$ cat config.mk
export PLATFORM = sky130hd
export DESIGN_NAME = simon_btn_conditioner
export DESIGN_NICKNAME = d
export VERILOG_FILES = /design/src/rtl/simon_btn_conditioner.sv
export SDC_FILE = /design/constraint.sdc
export NUM_CORES = 1
export LEC_CHECK = 0
export BUFFER_PORTS_ARGS = -buffer_cell sky130_fd_sc_hd__buf_2
export CAP_MARGIN = 20
export CORE_ASPECT_RATIO = 0.75
export CORE_MARGIN = 4
export CORE_UTILIZATION = 50
export CTS_BUF_LIST = sky130_fd_sc_hd__clkbuf_16
export DETAILED_ROUTE_END_ITERATION = 16
export PLACE_DENSITY = 0.66
export RECOVER_POWER = 50
export SKIP_LAST_GASP = 1
export SYNTH_ARGS = -nofsm -noshare
export SYNTH_HDL_FRONTEND = slang
export SYNTH_SLANG_ARGS = --single-unit
$ cat constraint.sdc
create_clock -name Clk -period 5.2 [get_ports Clk]
set_input_delay 0.78 -clock Clk [delete_from_list [all_inputs] [get_ports Clk]]
set_output_delay 0.78 -clock Clk [all_outputs]
set_load 0.02 [all_outputs]
$ cat src/rtl/simon_btn_conditioner.sv
// simon_btn_conditioner
//   Input stage for the Simon-says game FSM. Each of the four raw push-buttons is
//   synchronised (2-FF) and debounced. A clean single-button press-and-release becomes
//   one btn_valid strobe carrying the button's colour code. Multi-button presses and
//   presses made while input is disabled are rejected.
//
// Ports
//   Clk        in      system clock
//   Reset      in      asynchronous active-low reset
//   Enable     in      high while the game accepts user input
//   Btn_U/R/D/L in     raw, bouncing buttons (codes 1/2/3/4)
//   btn_code   out [3] code of the last accepted press, held until the next one
//   btn_valid  out     one-cycle strobe, btn_code holds a new completed press
//   btn_held   out     registered OR of the debounced button levels
//   multi_err  out     one-cycle strobe, a second button debounced during a press
module simon_btn_conditioner #(
  parameter int unsigned DB_CYCLES = 1000000,
  parameter int unsigned CNT_W     = 20
) (
  input  logic       Clk,
  input  logic       Reset,
  input  logic       Enable,
  input  logic       Btn_U,
  input  logic       Btn_R,
  input  logic       Btn_D,
  input  logic       Btn_L,
  output logic [2:0] btn_code,
  output logic       btn_valid,
  output logic       btn_held,
  output logic       multi_err
);

  localparam logic [CNT_W-1:0] CntMax = CNT_W'(DB_CYCLES - 1);

  typedef enum logic [1:0] {StIdle, StHeld, StLock} state_e;

  // Bit order everywhere: [0]=U, [1]=R, [2]=D, [3]=L.
  logic [3:0] raw_btn;
  assign raw_btn = {Btn_L, Btn_D, Btn_R, Btn_U};

  logic [3:0]       sync1_q, sync2_q;
  logic [3:0]       db_q, db_d;
  logic [CNT_W-1:0] cnt_q [4];
  logic [CNT_W-1:0] cnt_d [4];

  state_e     state_q, state_d;
  logic [2:0] code_q, code_d;         // code of the press in progress
  logic [2:0] btn_code_q, btn_code_d;
  logic       valid_q, valid_d;
  logic       err_q, err_d;
  logic       held_q, held_d;

  logic [2:0] n_down;
  logic [2:0] single_code;

  // Debounce: count consecutive cycles where the synchronised level disagrees with the
  // debounced level; any agreement clears the count.
  always_comb begin
    db_d = db_q;
    for (int i = 0; i < 4; i++) begin
      cnt_d[i] = '0;
      if (sync2_q[i] != db_q[i]) begin
        if (cnt_q[i] == CntMax) begin
          db_d[i] = ~db_q[i];
        end else begin
          cnt_d[i] = cnt_q[i] + CNT_W'(1);
        end
      end
    end
  end

  always_comb begin
    n_down = 3'd0;
    for (int i = 0; i < 4; i++) begin
      n_down = n_down + {2'b00, db_q[i]};
    end
  end

  // Only meaningful when exactly one button is down.
  always_comb begin
    case (db_q)
      4'b0001: single_code = 3'd1;
      4'b0010: single_code = 3'd2;
      4'b0100: single_code = 3'd3;
      4'b1000: single_code = 3'd4;
      default: single_code = 3'd0;
    endcase
  end

  // Press tracking. In HELD, multi-press beats disable, which beats release.
  always_comb begin
    state_d    = state_q;
    code_d     = code_q;
    btn_code_d = btn_code_q;
    valid_d    = 1'b0;
    err_d      = 1'b0;
    held_d     = |db_q;
    case (state_q)
      StIdle: begin
        if (n_down != 3'd0) begin
          if (!Enable) begin
            state_d = StLock;
          end else if (n_down == 3'd1) begin
            code_d  = single_code;
            state_d = StHeld;
          end else begin
            err_d   = 1'b1;
            state_d = StLock;
          end
        end
      end
      StHeld: begin
        if (n_down >= 3'd2) begin
          err_d   = 1'b1;
          state_d = StLock;
        end else if (!Enable) begin
          state_d = StLock;
        end else if (n_down == 3'd0) begin
          btn_code_d = code_q;
          valid_d    = 1'b1;
          state_d    = StIdle;
        end
      end
      StLock: begin
        if (n_down == 3'd0) begin
          state_d = StIdle;
        end
      end
      default: state_d = StIdle;
    endcase
  end

  always_ff @(posedge Clk or negedge Reset) begin
    if (!Reset) begin
      sync1_q    <= '0;
      sync2_q    <= '0;
      db_q       <= '0;
      for (int i = 0; i < 4; i++) begin
        cnt_q[i] <= '0;
      end
      state_q    <= StIdle;
      code_q     <= '0;
      btn_code_q <= '0;
      valid_q    <= 1'b0;
      err_q      <= 1'b0;
      held_q     <= 1'b0;
    end else begin
      sync1_q    <= raw_btn;
      sync2_q    <= sync1_q;
      db_q       <= db_d;
      for (int i = 0; i < 4; i++) begin
        cnt_q[i] <= cnt_d[i];
      end
      state_q    <= state_d;
      code_q     <= code_d;
      btn_code_q <= btn_code_d;
      valid_q    <= valid_d;
      err_q      <= err_d;
      held_q     <= held_d;
    end
  end

  assign btn_code  = btn_code_q;
  assign btn_valid = valid_q;
  assign btn_held  = held_q;
  assign multi_err = err_q;

endmodule

Word-level counts from Yosys, hierarchy flattened
Cells that the tools add are included.
- equality and inequality tests: 16
- bitwise logic cells: 5
- reduce and logical (&&, ||, !) cells: 10
- multiplexer cells: 25
- order comparisons: 1
- $add $sub $neg: 7
- operator list (kind ; count):
    2-to-1 mux 20 bit ; 8
    adder 20 x 1 -> 20 bit, second input constant ; 4
    == test 20 bit, second input constant ; 4
    2-to-1 mux 2 bit ; 6
    case mux 3 bit (4 select lines) ; 1
    2-to-1 mux 1 bit ; 8
    AND reduction 2 bit ; 4
    AND reduction 4 bit ; 2
    case mux 2 bit (3 select lines) ; 1
    NOT 1 bit ; 5
    == test 4 x 1 -> 1 bit, second input constant ; 1
    == test 4 x 2 -> 1 bit, second input constant ; 1
    == test 4 x 3 -> 1 bit, second input constant ; 1
    == test 4 bit, second input constant ; 1
    inequality test 1 bit ; 4
    OR reduction 4 bit ; 1
    adder 2 x 1 -> 3 bit ; 1
    adder 3 x 1 -> 3 bit ; 1
    == test 3 x 1 -> 1 bit, second input constant ; 1
    >= comparator 3 x 2 -> 1 bit, second input constant ; 1
    logical NOT 3 bit ; 1
    nonzero test 3 bit ; 1
    adder 1 x 1 -> 2 bit ; 1
    == test 2 x 1 -> 1 bit, second input constant ; 1
    4 further kinds ; 4
- output and inout bits: 6
- flip-flop bits (word level): 103
- logic and storage cells: 80

Depth between registers and ports, before layout
- depth after elaboration: 8
- depth in mapped cells: 10
- mapped depth without buffers: 10

Worst setup path before layout
OpenSTA, ideal clock, no wires.
- path kind: register to register
- from: register db_q[0]
- to: register btn_code_q[0], in the netlist btn_code[0]
- required time: 5.075 ns
- stages on the path, launching flop included: 11
- arrival time: 2.394 ns
- path slack: 2.681 ns
- setup time: 0.125 ns
- cell sequence: dfrtp_1 -> inv_1 -> fa_1 -> inv_1 -> ha_1 -> inv_1 -> ha_1 -> inv_1 -> o31ai_1 -> or2_2 -> mux2_2
- longest elaborated chain between the ends: 6
- elaborated cells on any way between the ends: 7
- RTL lines (item ; line ; RTL):
    from (decl) ; 42 ; logic [3:0] db_q, db_d;
    from (signal assigned) ; 137 ; db_q <= '0;
    from (signal assigned) ; 150 ; db_q <= db_d;
    adder 1 x 1 -> 2 bit * ; 75 ; n_down = n_down + {2'b00, db_q[i]};
    adder 2 x 1 -> 3 bit * ; 75 ;
    adder 3 x 1 -> 3 bit * ; 75 ;
    >= comparator 3 x 2 -> 1 bit ; 113 ; if (n_down >= 3'd2) begin
    NOT 1 bit (no line) ; n/a ;
    AND reduction 4 bit (no line) * ; n/a ;
    to (signal assigned) ; 156 ; btn_code_q <= btn_code_d;
    to (decl) ; 48 ; logic [2:0] btn_code_q, btn_code_d;
Every way passes the cells marked *; elsewhere a longest branch is shown, timed or not.
A chain may end at the register's enable or synchronous reset.

==> summary.md <==
| Metric | Value |
|---|---|
| Result of the run | finished with violations |
| Violations in the final reports | capacitance limit, slew limit |
| Largest net degree at the start of global routing | 56 |
| Clock sinks | 103 |
| Hold Buf Count CTS | 0 |
| Via count of the first global-routing pass | 3537 |
| Leakage | 2.31 nW |
| Total routed wire length on the met1 layer | 4740 um |
| Netlist cell types | 39 |
| Max-cap violations | 1 |
| Maximum level of the CTS H-tree | 3 |
| Height of the die | 94.7 um |
| Highest net fanout along the worst path | 55 |
| Resize count post-CTS | 0 |
| Kind of capture point of the worst setup path | asynchronous set/reset pin |
| Type of the worst setup path | input port to asynchronous set/reset pin |
| Uppermost metal layer occupied by signal nets | met4 |
| Layout Area Growth over Synthesis | 10.1% |
| Achievable Freq | 325 MHz |
| Start point of the worst min-delay path | sync1_q[0] |
| All-layer global routing usage | 18.0% |
| Syn Inst Count | 502 |
| FFs w/ async S/R, synth | 100% |
| Met2 wire length | 4340 um |
| Final hold violations | 0 |
| Number of slew-limit violations in the final report | 50 |
| Worst hold stages | 0 |
| Number of cell rows | 31 |
| Most used DFF post-synth | sky130_fd_sc_hd__dfrtp_1 |
| N_diodes | 0 |
| Clock transition at the registers of the reported paths | 70 ps |
| Shortest period the worst path allows | 3080 ps |
| Worst path arrival time | 3490 ps |
| Number of design-rule violations left by the first detailed-router iteration | 211 |
| Reg-to-Reg Start | db_q[0] |
| Residual overflow from global routing | 0 |
| Root cell of the clock tree | sky130_fd_sc_hd__clkbuf_16 |
| Placer Congestion | 0.833 |
| DR pass1 iterations | 4 |
| Crit path buffers/inverters | 2 |
| Logic depth of the worst register-to-register path | 10 |
| DP HPWL | 6490 um |
| Mean routed wirelength per cell | 14.4 um |
| Worst setup SP type | input port |
| Area share of the largest cell type after synthesis | 51.5% |
| Horizontal extent of the die | 124 um |
| Number of top-level design ports | 13 |
| Worst-path cell with the longest stage delay | sky130_fd_sc_hd__clkbuf_1 |
| Avg Cell Area, Syn | 9.97 um2 |
| Worst path max stage delay | 1850 ps |
| Count of vias placed by the detailed router | 3676 |
| Critical path, cell by cell | clkbuf_1 -> buf_4 |
| Total negative slack for setup checks | 0 ps |
| Number of buffers created by CTS | 9 |
| Setup violations, final | 0 |
| Portion of the clock cycle consumed by the worst path in the final layout | 59.2% |
| Cells taking the most area after synthesis | sky130_fd_sc_hd__dfrtp_1 51%, sky130_fd_sc_hd__xor2_1 6.1%, sky130_fd_sc_hd__nor2_1 4.3% |
| Finished Core Util | 56.9% |
| Global-route wire length before repair | 16500 um |
| Clock latency at the later pin of the worst-skew pair | 340 ps |
| Floorplan core area | 9700 um2 |
| EDFF count, synth | 0 |
| Top cells by count, synth | 103 x sky130_fd_sc_hd__dfrtp_1, 58 x sky130_fd_sc_hd__nor2_1, 37 x sky130_fd_sc_hd__nand3_1 |
| Required time worst endpoint | 5610 ps |
| Per-cell via count in the routed design | 5.61 |
| Antenna violations before repair | 0 |
| Layout Skew | 5.85 ps |
| Share of the yosys chip area belonging to registers | 51.5% |
| Number of nets in the layout | 536 |
| Critical R2R Capture | btn_code[1] |
| Setup repair after global routing missed its margin | false |
| Area of the die | 11700 um2 |
| Register bit count reported by yosys | 103 |
| Dominant delay contributor by cell family on the critical path | buffers and inverters |
| Post-CTS repair timing setup buffer count | 0 |
| Clock tree from TritonCTS | built |
| Xor/xnor share of the synthesized area | 8.57% |
| Relative slew margins | -77.2% |
| Amount of wire on met3 after detailed routing | 289 um |
| Worst hold path type | flip-flop to flip-flop |
| Worst hold endpoint | sync2_q[0] |
| Warning count from the yosys run | 0 |
| Post-synthesis share of cell area spent on and, or, nand and nor gates | 24.8% |
| Routed Wire Length | 9450 um |
| Compound-Gate Fraction of Synth Area | 7.97% |
| Most frequent cell after synthesis | sky130_fd_sc_hd__dfrtp_1 |
| Share of post-route cells with drive strength above 1 | 8.99% |
| Share of cell area taken by muxes after synthesis | 1.57% |
| Number of buffers between clock root and the deepest sink | 2 |
| DRC violation count after routing | 0 |
| I/O Buffers | 12 |
| Arithmetic-cell share of the synthesized area counting full adders, half adders and majority gates | 2.90% |
| Slew at the pin with the worst max-slew slack | 2660 ps |
| Dominant combinational cell family by area after synthesis | simple AND/OR/NAND/NOR gates |
| Effective utilization at floorplan | 51.6% |
| Power density over cell area | 277 nW/um2 |
| VDD IR-drop max | 0.187 mV |
| Area leader, netlist | sky130_fd_sc_hd__dfrtp_1 |
| ANT nets after route | 0 |
| Net Count, Synth | 520 |
| Minimum setup slack among reg-to-reg paths | 2420 ps |
| Post-synthesis instance area | 5010 um2 |
[placed cells by master, fill, tap and decap left out, types with 3 or more instances in the layout]
| master | instances |
|---|---|
| sky130_fd_sc_hd__xor2_1 | 35 |
| sky130_fd_sc_hd__or4_1 | 9 |
| sky130_fd_sc_hd__nand2_1 | 28 |
| sky130_fd_sc_hd__nor3_1 | 12 |
| sky130_fd_sc_hd__nor4_1 | 6 |
| sky130_fd_sc_hd__clkinvlp_4 | 3 |
| sky130_fd_sc_hd__or2_2 | 5 |
| sky130_fd_sc_hd__nor4b_1 | 3 |
| sky130_fd_sc_hd__mux2_2 | 7 |
| sky130_fd_sc_hd__a21oi_1 | 28 |
| sky130_fd_sc_hd__buf_4 | 4 |
| sky130_fd_sc_hd__clkbuf_1 | 8 |
| sky130_fd_sc_hd__or3_1 | 16 |
| sky130_fd_sc_hd__o21ai_0 | 19 |
| sky130_fd_sc_hd__dfrtp_1 | 103 |
| sky130_fd_sc_hd__nor2_1 | 58 |
| sky130_fd_sc_hd__inv_1 | 22 |
| sky130_fd_sc_hd__buf_2 | 5 |
| sky130_fd_sc_hd__clkbuf_16 | 9 |
| sky130_fd_sc_hd__o31ai_1 | 8 |
| sky130_fd_sc_hd__o31ai_2 | 4 |
| sky130_fd_sc_hd__and4_1 | 6 |
| sky130_fd_sc_hd__and2_1 | 4 |
| sky130_fd_sc_hd__ha_1 | 10 |
| sky130_fd_sc_hd__xnor2_1 | 14 |
| sky130_fd_sc_hd__and3_1 | 12 |
| sky130_fd_sc_hd__nand3_1 | 37 |
| sky130_fd_sc_hd__nand4_1 | 21 |
[worst max path at each step]
stage                  from     endpoint  slack, ps  depth (start not counted)
finish                Reset    cnt_q[45]       2120                          2
global route          Reset    cnt_q[37]       1520                          2
CTS                 db_q[0]  btn_code[1]       2410                         10
detailed placement  db_q[0]  btn_code[0]       2420                         10
global placement    db_q[0]  btn_code[1]       2570                         10
floorplan           db_q[0]  btn_code[0]       2680                         10
[cells by family after synthesis]
kind of cell	count (synthesis)
flip-flops	103
buffers and inverters	33
XOR/XNOR	49
multiplexers	7
AO/OA/AOI/OAI	68
adder cells (fa/ha/maj)	11
AND/OR/NAND/NOR	231
[power breakdown]
group	total, W	switching [W]	internal, W
registers	0.000823	0.0000112	0.000812
logic	0.0000483	0.0000353	0.0000130
clock network	0.000657	0.000289	0.000369
total	0.00153	0.000335	0.00119
[sequential cells by signal, indices dropped and copies added (netlist names)]
signal / flops
db_q: 4
cnt_q: 80
btn_valid: 1
btn_held: 1
multi_err: 1
state_q: 2
code_q: 3
btn_code: 3
sync1_q: 4
sync2_q: 4
[routing by layer]
layer,vias to the layer above,track usage (%)
li1,1830,-
met1,1797,24.7
met2,43,28.2
met3,6,4.79
met4,0,5.16
met5,-,0
[metrics by stage]
| stage | cell area, um2 | hold slack, ps | power, W | instances | setup slack [ps] |
|---|---|---|---|---|---|
| final | 5510 | 349 | 0.00153 | 655 | 2120 |
| after detailed placement | 5240 | 335 | 0.000888 | 639 | 2420 |
| after global routing | 5510 | 361 | 0.00159 | 655 | 1520 |
| after global placement | 5240 | 333 | 0.000887 | 639 | 2570 |
| after CTS | 5530 | 351 | 0.00155 | 655 | 2410 |
| after floorplan | 5010 | 331 | 0.000859 | 502 | 2680 |
[area by class of cell]
class	count	area, um2
fill	895	4180
sequential	103	2580
multi-input combinational	366	2320
clock buffer	9	225
tap	132	165
timing repair buffer	17	85.1
inverter	21	78.8
clock inverter	7	65.1
(Power assumes the default switching activity.)
